--- src/rtl/riscv_mc_core.sv ---
// Multi-cycle RV32I/RV32E core: one instruction in flight, one shared memory
// port for fetch and data, stops in HALT on the first exception.
module riscv_mc_core #(
  parameter logic [31:0] RESET_PC    = 32'h0000_0000,
  parameter int          NUM_REGS    = 32,
  parameter int          MEM_TIMEOUT = 0
) (
  input  logic        clk,
  input  logic        rst_n,
  output logic        mem_req,
  output logic        mem_we,
  output logic [31:0] mem_addr,
  output logic [31:0] mem_wdata,
  output logic [3:0]  mem_wstrb,
  input  logic        mem_ready,
  input  logic [31:0] mem_rdata,
  output logic        retire,
  output logic        trap,
  output logic [2:0]  trap_cause
);
  localparam int AW = (NUM_REGS == 16) ? 4 : 5;
  localparam logic [6:0] OP_LUI = 7'h37, OP_AUIPC = 7'h17, OP_JAL = 7'h6F, OP_JALR = 7'h67;
  localparam logic [6:0] OP_BR = 7'h63, OP_LOAD = 7'h03, OP_STORE = 7'h23, OP_IMM = 7'h13;
  localparam logic [6:0] OP_REG = 7'h33, OP_FENCE = 7'h0F, OP_SYS = 7'h73;

  typedef enum logic [2:0] {FETCH, DECODE, EXEC, MEM, WB, HALT} state_t;
  state_t state_reg, state_next;

  logic [31:0] pc_reg, instr_reg, rs1_val_reg, rs2_val_reg, result_reg, npc_reg, ea_reg, wdata_reg;
  logic [31:0] wait_cnt_reg;
  logic [3:0]  wstrb_reg;
  logic        trap_reg;
  logic [2:0]  cause_reg, cause_next;
  logic [31:0] regs [NUM_REGS];

  logic [6:0]  opcode, f7;
  logic [4:0]  rd, rs1, rs2;
  logic [2:0]  f3;
  logic [31:0] imm_i, imm_s, imm_b, imm_u, imm_j;
  assign opcode = instr_reg[6:0];
  assign rd     = instr_reg[11:7];
  assign f3     = instr_reg[14:12];
  assign rs1    = instr_reg[19:15];
  assign rs2    = instr_reg[24:20];
  assign f7     = instr_reg[31:25];
  assign imm_i  = {{20{instr_reg[31]}}, instr_reg[31:20]};
  assign imm_s  = {{20{instr_reg[31]}}, instr_reg[31:25], instr_reg[11:7]};
  assign imm_b  = {{19{instr_reg[31]}}, instr_reg[31], instr_reg[7], instr_reg[30:25], instr_reg[11:8], 1'b0};
  assign imm_u  = {instr_reg[31:12], 12'b0};
  assign imm_j  = {{11{instr_reg[31]}}, instr_reg[31], instr_reg[19:12], instr_reg[20], instr_reg[30:21], 1'b0};

  logic is_load, is_store, is_reg;
  assign is_load  = (opcode == OP_LOAD);
  assign is_store = (opcode == OP_STORE);
  assign is_reg   = (opcode == OP_REG);

  logic illegal, is_ecall, is_ebreak, uses_rd, uses_rs1, uses_rs2;
  always_comb begin
    illegal = 1'b0; is_ecall = 1'b0; is_ebreak = 1'b0;
    uses_rd = 1'b0; uses_rs1 = 1'b0; uses_rs2 = 1'b0;
    case (opcode)
      OP_LUI, OP_AUIPC, OP_JAL: uses_rd = 1'b1;
      OP_JALR:  begin uses_rd = 1'b1; uses_rs1 = 1'b1; illegal = (f3 != 3'd0); end
      OP_BR:    begin uses_rs1 = 1'b1; uses_rs2 = 1'b1; illegal = (f3[2:1] == 2'b01); end
      OP_LOAD:  begin uses_rd = 1'b1; uses_rs1 = 1'b1; illegal = (f3 == 3'd3) || (f3[2:1] == 2'b11); end
      OP_STORE: begin uses_rs1 = 1'b1; uses_rs2 = 1'b1; illegal = f3[2] || (f3 == 3'd3); end
      OP_IMM: begin
        uses_rd = 1'b1; uses_rs1 = 1'b1;
        if (f3 == 3'd1) illegal = (f7 != 7'h00);
        if (f3 == 3'd5) illegal = (f7 != 7'h00) && (f7 != 7'h20);
      end
      OP_REG: begin
        uses_rd = 1'b1; uses_rs1 = 1'b1; uses_rs2 = 1'b1;
        illegal = !((f7 == 7'h00) || (f7 == 7'h20 && (f3 == 3'd0 || f3 == 3'd5)));
      end
      OP_FENCE: ;
      OP_SYS: begin
        if (instr_reg == 32'h0000_0073)      is_ecall = 1'b1;
        else if (instr_reg == 32'h0010_0073) is_ebreak = 1'b1;
        else                                 illegal = 1'b1;
      end
      default: illegal = 1'b1;
    endcase
    // RV32E only has x0..x15; any wider index in a used field is illegal
    if (NUM_REGS == 16 && ((uses_rd && rd[4]) || (uses_rs1 && rs1[4]) || (uses_rs2 && rs2[4])))
      illegal = 1'b1;
  end

  logic [31:0] op2, alu_out, exec_result, ea, target, npc, st_data, load_data, lshift;
  logic [3:0]  st_strb;
  logic        taken, redirect, fetch_misalign, mem_misalign;
  assign op2 = is_reg ? rs2_val_reg : imm_i;
  assign ea  = rs1_val_reg + (is_store ? imm_s : imm_i);

  always_comb begin
    case (f3)
      3'd0:    alu_out = (is_reg && f7[5]) ? rs1_val_reg - op2 : rs1_val_reg + op2;
      3'd1:    alu_out = rs1_val_reg << op2[4:0];
      3'd2:    alu_out = {31'b0, $signed(rs1_val_reg) < $signed(op2)};
      3'd3:    alu_out = {31'b0, rs1_val_reg < op2};
      3'd4:    alu_out = rs1_val_reg ^ op2;
      3'd5:    alu_out = f7[5] ? 32'($signed(rs1_val_reg) >>> op2[4:0]) : rs1_val_reg >> op2[4:0];
      3'd6:    alu_out = rs1_val_reg | op2;
      default: alu_out = rs1_val_reg & op2;
    endcase
    case (opcode)
      OP_LUI:          exec_result = imm_u;
      OP_AUIPC:        exec_result = pc_reg + imm_u;
      OP_JAL, OP_JALR: exec_result = pc_reg + 32'd4;
      default:         exec_result = alu_out;
    endcase
    case (f3)
      3'd0:    taken = (rs1_val_reg == rs2_val_reg);
      3'd1:    taken = (rs1_val_reg != rs2_val_reg);
      3'd4:    taken = ($signed(rs1_val_reg) < $signed(rs2_val_reg));
      3'd5:    taken = ($signed(rs1_val_reg) >= $signed(rs2_val_reg));
      3'd6:    taken = (rs1_val_reg < rs2_val_reg);
      default: taken = (rs1_val_reg >= rs2_val_reg);
    endcase
    case (opcode)
      OP_JAL:  target = pc_reg + imm_j;
      OP_JALR: target = (rs1_val_reg + imm_i) & ~32'd1;
      default: target = pc_reg + imm_b;
    endcase
    redirect       = (opcode == OP_JAL) || (opcode == OP_JALR) || ((opcode == OP_BR) && taken);
    npc            = redirect ? target : pc_reg + 32'd4;
    fetch_misalign = redirect && (target[1:0] != 2'b00);
    mem_misalign   = (is_load || is_store) &&
                     ((f3[1:0] == 2'b01 && ea[0]) || (f3[1:0] == 2'b10 && ea[1:0] != 2'b00));
    case (f3[1:0])
      2'b00:   begin st_data = {4{rs2_val_reg[7:0]}};  st_strb = 4'b0001 << ea[1:0]; end
      2'b01:   begin st_data = {2{rs2_val_reg[15:0]}}; st_strb = 4'b0011 << ea[1:0]; end
      default: begin st_data = rs2_val_reg;            st_strb = 4'b1111;          end
    endcase
    lshift = mem_rdata >> {ea_reg[1:0], 3'b000};
    case (f3)
      3'd0:    load_data = {{24{lshift[7]}}, lshift[7:0]};
      3'd1:    load_data = {{16{lshift[15]}}, lshift[15:0]};
      3'd4:    load_data = {24'b0, lshift[7:0]};
      3'd5:    load_data = {16'b0, lshift[15:0]};
      default: load_data = mem_rdata;
    endcase
  end

  logic req_int, timeout;
  assign req_int = (state_reg == FETCH) || (state_reg == MEM);
  assign timeout = (MEM_TIMEOUT > 0) && req_int && !mem_ready &&
                   (wait_cnt_reg == 32'(MEM_TIMEOUT - 1));

  always_ff @(posedge clk or negedge rst_n) begin
    if (!rst_n) state_reg <= FETCH;
    else        state_reg <= state_next;
  end

  always_comb begin
    state_next = state_reg;
    cause_next = 3'd0;
    case (state_reg)
      FETCH: begin
        if (timeout)        begin state_next = HALT; cause_next = 3'd6; end
        else if (mem_ready) state_next = DECODE;
      end
      DECODE: begin
        if (illegal)        begin state_next = HALT; cause_next = 3'd1; end
        else if (is_ecall)  begin state_next = HALT; cause_next = 3'd4; end
        else if (is_ebreak) begin state_next = HALT; cause_next = 3'd5; end
        else                state_next = EXEC;
      end
      EXEC: begin
        if (fetch_misalign)          begin state_next = HALT; cause_next = 3'd2; end
        else if (mem_misalign)       begin state_next = HALT; cause_next = 3'd3; end
        else if (is_load || is_store) state_next = MEM;
        else                         state_next = WB;
      end
      MEM: begin
        if (timeout)        begin state_next = HALT; cause_next = 3'd6; end
        else if (mem_ready) state_next = WB;
      end
      WB:      state_next = FETCH;
      default: state_next = HALT;
    endcase
  end

  // Outputs are gated by rst_n so a reset drops the bus in the same cycle
  always_comb begin
    mem_req = 1'b0; mem_we = 1'b0; mem_addr = 32'd0; mem_wdata = 32'd0; mem_wstrb = 4'd0;
    retire  = 1'b0;
    if (rst_n) begin
      case (state_reg)
        FETCH: begin mem_req = 1'b1; mem_addr = {pc_reg[31:2], 2'b00}; end
        MEM: begin
          mem_req  = 1'b1;
          mem_we   = is_store;
          mem_addr = {ea_reg[31:2], 2'b00};
          if (is_store) begin mem_wdata = wdata_reg; mem_wstrb = wstrb_reg; end
        end
        WB:      retire = 1'b1;
        default: ;
      endcase
    end
  end
  assign trap       = trap_reg;
  assign trap_cause = cause_reg;

  always_ff @(posedge clk or negedge rst_n) begin
    if (!rst_n) begin
      pc_reg <= RESET_PC; instr_reg <= '0; rs1_val_reg <= '0; rs2_val_reg <= '0;
      result_reg <= '0; npc_reg <= '0; ea_reg <= '0; wdata_reg <= '0; wstrb_reg <= '0;
      wait_cnt_reg <= '0; trap_reg <= 1'b0; cause_reg <= 3'd0;
    end else begin
      wait_cnt_reg <= (req_int && !mem_ready) ? wait_cnt_reg + 32'd1 : 32'd0;
      case (state_reg)
        FETCH:  if (mem_ready) instr_reg <= mem_rdata;
        DECODE: begin
          rs1_val_reg <= (rs1 == 5'd0) ? 32'd0 : regs[rs1[AW-1:0]];
          rs2_val_reg <= (rs2 == 5'd0) ? 32'd0 : regs[rs2[AW-1:0]];
        end
        EXEC: begin
          result_reg <= exec_result; npc_reg <= npc; ea_reg <= ea;
          wdata_reg  <= st_data;     wstrb_reg <= st_strb;
        end
        MEM:     if (mem_ready && is_load) result_reg <= load_data;
        WB:      pc_reg <= npc_reg;
        default: ;
      endcase
      if (state_next == HALT && state_reg != HALT) begin
        trap_reg  <= 1'b1;
        cause_reg <= cause_next;
      end
    end
  end

  always_ff @(posedge clk) begin
    if (state_reg == WB && uses_rd && rd != 5'd0) regs[rd[AW-1:0]] <= result_reg;
  end
endmodule

--- config.mk ---
export PLATFORM = sky130hd
export DESIGN_NAME = riscv_mc_core
export DESIGN_NICKNAME = d
export VERILOG_FILES = /design/src/rtl/riscv_mc_core.sv
export SDC_FILE = /design/constraint.sdc
export NUM_CORES = 2
export LEC_CHECK = 0
export BUFFER_PORTS_ARGS = -buffer_cell sky130_fd_sc_hd__buf_2
export CORE_AREA = 2 2 490 492
export CTS_BUF_LIST = sky130_fd_sc_hd__clkbuf_2
export DETAILED_ROUTE_END_ITERATION = 16
export DIE_AREA = 0 0 492 494
export GPL_TIMING_DRIVEN = 0
export SLEW_MARGIN = 20
export SYNTH_ARGS = -nofsm -noshare
export SYNTH_HDL_FRONTEND = slang
export SYNTH_SLANG_ARGS = --single-unit
--- constraint.sdc ---
create_clock -name clk -period 13.8 [get_ports clk]
set_input_delay 0.69 -clock clk [delete_from_list [all_inputs] [get_ports clk]]
set_output_delay 0.69 -clock clk [all_outputs]
set_load 0.005 [all_outputs]
; ---- Yosys cells after proc, flatten, opt, wreduce, memory -nomap -nowiden
; Memories as Yosys holds them, arrays and structs flattened.
; Index checks and enable logic that the tools add are counted.
[totals]
ff_bits = 267
mem_bits_rw = 1024
input_bits = 35
out_inout_bits = 75
word_cells = 167
n_memories = 1
[memory_table]
columns = memory, depth, width, read_ports, rd_clocked_by_memory_dff, wr, line
row1 = regs, 32, 32, 2, 0, 1, 34  ; logic [31:0] regs [NUM_REGS];
[classes]
addsub = 8
n_lt_le_gt_ge = 6
eq_ne = 34
n_shift = 6
n_mux = 58
n_bitwise = 3
reduce_logical = 39
[ops]
columns = op, count
row1 = $mux 32, 11
row2 = $pmux 32 s2, 4
row3 = $pmux 32 s7, 1
row4 = $add 32x32->32, 6
row5 = $lt 32x32->1, 4
row6 = $pmux 32 s4, 1
row7 = $pmux 32 s3, 1
row8 = $ge 32x32->1, 2
row9 = $mux 3, 11
row10 = $add 32x3->32 const B, 1
row11 = $and 32x32->32, 1
row12 = $eq 32x21->1 const B, 1
row13 = $eq 32x32->1, 1
row14 = $eq 32x7->1 const B, 1
row15 = $ne 32x32->1, 1
row16 = $or 32x32->32, 1
row17 = $shl 32x5->32, 1
row18 = $shr 32x5->16, 1
row19 = $shr 32x5->32, 1
row20 = $sshr 32x5->32, 1
row21 = $sub 32x32->32, 1
row22 = $xor 32x32->32, 1
row23 = $eq 7x6->1 const B, 4
row24 = $eq 7x7->1 const B, 4
row25 = 37 further kinds, 92

; ---- Depth between registers and ports, before layout
[logic_depth]
word_depth = 12
mapped_depth = 22
ltp_nobuf = 17

; ---- Worst setup path before layout
; Ideal clock, no wire load.
[synth_timing]
path_type = register to register
startpoint = register instr_reg[4]
endpoint = register npc_reg[31]
setup_time_ns = 0.128
arrival_time_ns = 4.474
t_required_ns = 13.672
path_slack_ns = 9.198
path_stages_with_launch = 21
path_buffers = 3
synth_period_minus_slack_ns = 4.602
cell_sequence = dfrtp_1 -> clkbuf_1 -> nand2b_1 -> nor3_1 -> clkbuf_1 -> nand2_1 -> clkbuf_1 -> nand2_1 -> o21ai_0 -> ha_1 -> fa_1 -> a211oi_1 -> o21ai_0 -> a211o_1 -> a21o_1 -> a211oi_1 -> o31ai_1 -> or2_2 -> a31o_2 -> mux2i_1 -> nand3_1
[synth_between]
elab_chain_len = 4
word_cells_on_any_way = 8
cone_classes = eq/ne: 3 / mux: 2 / reduce/logical: 3
[synth_lines]
columns = item, line
row1 = "start, declared", 29  ; logic [31:0] pc_reg, instr_reg, rs1_val_reg, rs2_val_reg, result_reg, npc_reg, ea_reg, wdata_reg;
row2 = "start signal, assigned", 213  ; FETCH: if (mem_ready) instr_reg <= mem_rdata;
row3 = "parallel branches: the longest is 3 deep, another holds $pmux 32 s2", -
row4 = $mux 32 *, 126  ; npc = redirect ? target : pc_reg + 32'd4;
row5 = "end signal, assigned", 208  ; result_reg <= '0; npc_reg <= '0; ea_reg <= '0; wdata_reg <= '0; wstrb_reg <= '0;
row6 = "end signal, assigned", 219  ; result_reg <= exec_result; npc_reg <= npc; ea_reg <= ea;
row7 = "end, declared", 29
; Every way passes the cells marked *.
; A chain may end at the register's enable or synchronous reset.

; ---- Worst setup path after layout
[layout_timing]
startpoint = register instr_reg[20]
endpoint = register result_reg[10]
[layout_between]
elab_chain_len = 6
word_cells_on_any_way = 11
cone_classes = add/sub: 2 / shift: 3 / mux: 6
[layout_lines]
columns = item, line
row1 = $mux 32 *, 92  ; assign op2 = is_reg ? rs2_val_reg : imm_i;
row2 = $add 32x32->32 (tied with other cells), 97  ; 3'd0: alu_out = (is_reg && f7[5]) ? rs1_val_reg - op2 : rs1_val_reg + op2;
row3 = "$mux 32, on equally long branches", "97, 102"
row4 = $pmux 32 s7 *, 96  ; case (f3)
row5 = $pmux 32 s3 *, 106  ; case (opcode)
row6 = $pmux 32 s2 *, 212  ; case (state_reg)
row7 = "end signal, assigned", 222  ; MEM: if (mem_ready && is_load) result_reg <= load_data;
row8 = "end, declared", 29
; Every way passes the cells marked *; elsewhere a longest branch is shown, timed or not.

==> out/metrics.cfg <==
[floorplanning]
fp-row-count = 179
die_x_um = 492
die_area_mm2 = 0.243
die_y_um = 494
core_area_mm2 = 0.237
io-pin-count = 110
start_util_pct = 31.9

[cts]
post_cts_buffers = 0
clockBufferDepth = 4
htree_levels = 5
clk_pin_slew_ps = 140
clock_sinks = 1291
ctsResizeCount = 0
cts_buffers = 358
root_buffer = clkbuf_2
insertion_delay_ps = 1980
cts_tree = yes

[worst_setup_path]
endpoint_kind = flip-flop
r2r_slack_ps = 5780
cp_max_fo = 11
critPathLaunchType = flip-flop
crit_arrival_ps = 9880
crit_type = flip-flop to flip-flop
crit_required_ps = 15660

[synth]
syn_area_mm2 = 0.0757
ys_seq_elements = 1291
synth_simple_gate_area_share_pct = 7.13
synthMuxAreaShare_pct = 22.4
syn_area_per_cell_um2 = 13.1
synth_top_family_by_area = multiplexers
synth_xor_area_share_pct = 1.69
synthCells = 5774
ys.flop_type = edfxtp_1
synth_seq_area_share_pct = 49.5
synthAdderAreaFrac_pct = 3.70
async_flop_share_pct = 20.7
synth-edff-count = 1024
synth-compound-area-share_pct = 12.4
yosysWarnings = 0
synth_cell_types = 105

[timing]
holdWs_ps = 202
max_freq_mhz = 125
fin_tns_setup_ps = 0
maxSlewViolCount = 0
period_needed_ps = 8020
period_share_pct = 58.1
setup_viol = 0
skew_ps = 327
hold_viol = 0
max_slew.worst_pin.slew_ps = 1320
slew_headroom_pct = 12.2
rsz0062_at_grt = no

[global_route]
grt_pass1_wl_mm = 521
grt_pass1_vias = 59600
track_usage_pct = 31.5
overflow = 0
grt_max_degree = 88
antenna_found_initial = 50

[detailed_routing]
antenna_left = 0
drt_iter0_drc = 9017
drtPass1Iterations = 8
viasPerCell = 6.20
drc = 0
num_vias = 61200
wirelength_mm = 390
wl_per_cell_um = 39.5

[pwr]
leakage_nw = 28.2
p_per_area_mw_per_mm2 = 81.4
irDropWorstVdd_mv = 0.0735

[finish]
syn2layout_area_growth_pct = 14.6
largest_reg_flops = 1024
final_util_pct = 36.5
fin_nets = 6702
drive_above_1_share_pct = 25.9
finalNonFillerCells = 9879

[placed_design]
gp_congestion = 1.05
dpl.cell_count = 9163
dpl.hpwl_mm = 301
placement.io_buffers = 107

[status]
status = completed

[hold_path]
holdCritPathClass = input port to flip-flop

[flow_run]
drv_cap = 0

## power by group
group	switching, mW	internal [mW]	leakage (nW)	total [mW]
Clock	1.75	1.08	2.41	2.83
Combinational	0.0517	0.0290	14.6	0.0807
Sequential	0.00131	4.15	11.2	4.15
Total	1.80	5.26	28.2	7.06
## cell type report
type | count | area [um^2]
Antenna cell | 19 | 47.5
Buffer | 447 | 1950
Clock buffer | 511 | 2560
Clock inverter | 95 | 526
Fill cell | 23100 | 151000
Inverter | 167 | 627
Multi-Input combinational cell | 3902 | 36200
Sequential cell | 1291 | 37500
Tap cell | 3167 | 3960
Timing Repair Buffer | 280 | 3360
## cells in the mapped netlist, types with 25 or more instances
master    count  area [um^2]
mux2_2       71          800
nand2_1     428         1610
nand4_1      38          238
o21bai_1     26          195
edfxtp_1   1024        30700
nor2_1      305         1140
buf_2        43          215
o21a_1       29          218
o31ai_1      29          218
o21ai_0     332         1660
a211oi_1     93          698
mux4_2      642        14500
o22ai_1      85          532
a31oi_1      41          257
ha_1        214         2680
clkbuf_1    312         1170
inv_1       158          593
a22o_1       43          377
a22oi_1      25          188
a21o_1       70          526
xor2_1       60          526
and3_1       69          432
xnor2_1      86          753
o211ai_1     69          518
a21oi_1     381         1910
mux2i_1     170         1700
nor3_1       76          380
a311oi_1     29          254
nand2b_1     44          275
dfrtp_1     267         6680
buf_1        70          263
nand3_1      86          430
## cell usage in the layout, fill, tap and decap left out, types with 43 or more instances in the layout
cell type and instances:
a211oi_1 92, a21o_1 70, a21oi_1 380, a22o_1 43, and3_1 69, buf_16 48, buf_2 187, clkbuf_1 267
clkbuf_2 558, clkinv_1 63, dfrtp_1 230, dlygate4sd3_1 90, edfxtp_1 1024, ha_1 214, inv_1 158, mux2_2 71
mux2i_1 170, mux4_2 642, nand2_1 428, nand2b_1 44, nand3_1 86, nor2_1 274, nor3_1 71, o211ai_1 69
o21ai_0 332, o22ai_1 85, xnor2_1 86, xor2_1 60
## worst max-delay path, cell delays in order, from the launching register on
cell and delay, ps:
dfrtp_1 1130, o21ai_1 390, nand2_1 370, clkbuf_1 690
clkbuf_1 750, ha_1 670, inv_1 140, fa_1 450
nand2b_1 190, a21oi_1 290, o21ai_0 260, o21ai_0 330
a21oi_1 130, xnor2_1 230, a21oi_1 660, o2111ai_1 780
a221o_1 570
## repair_timing
item | in CTS | in global routing
hold buffers | 91 | 0
setup endpoints to repair | 0 | 0
hold endpoints to repair | 338 | 0
## per-layer routing
metal | share of wire, % | vias up | global-route usage (%)
li1 | - | 24500 | -
met1 | 38 | 31600 | 39.2
met2 | 45 | 4077 | 49.4
met3 | 9.1 | 1039 | 6.74
met4 | 7.9 | 16 | 20.9
met5 | 0.027 | - | 0
## stage by stage
stage / worst slack, ps / area [um^2] / power, mW
final: 5780 / 86700 / 7.06
after global routing: 6040 / 86700 / 7.30
after CTS: 6220 / 86700 / 7.10
after detailed placement: 5990 / 82700 / 4.29
after global placement: 4870 / 80300 / 4.29
after floorplan: 9200 / 75800 / 4.25
## worst paths after layout
path                       cells past startpoint                       from                     endpoint
min in group asynchronous                      5                      rst_n       pc_reg[24]$_DFFE_PN0N_
max                                           16  instr_reg[20]$_DFFE_PN0P_   result_reg[10]$_DFFE_PN0P_
max reg2reg                                   16  instr_reg[20]$_DFFE_PN0P_   result_reg[10]$_DFFE_PN0P_
max in group asynchronous                      7                      rst_n  rs1_val_reg[14]$_DFFE_PN0P_
min reg2reg                                    1    npc_reg[22]$_DFFE_PN0P_       pc_reg[22]$_DFFE_PN0N_
min                                            7              mem_rdata[29]   result_reg[13]$_DFFE_PN0P_
## kinds of logic after synthesis
family,Yosys count
other cells,1
mux,883
flops,1291
xor+xnor,146
buf+inv,614
fa+ha+maj,220
compound gates,1455
simple gates,1164
(Power assumes the default switching activity.)
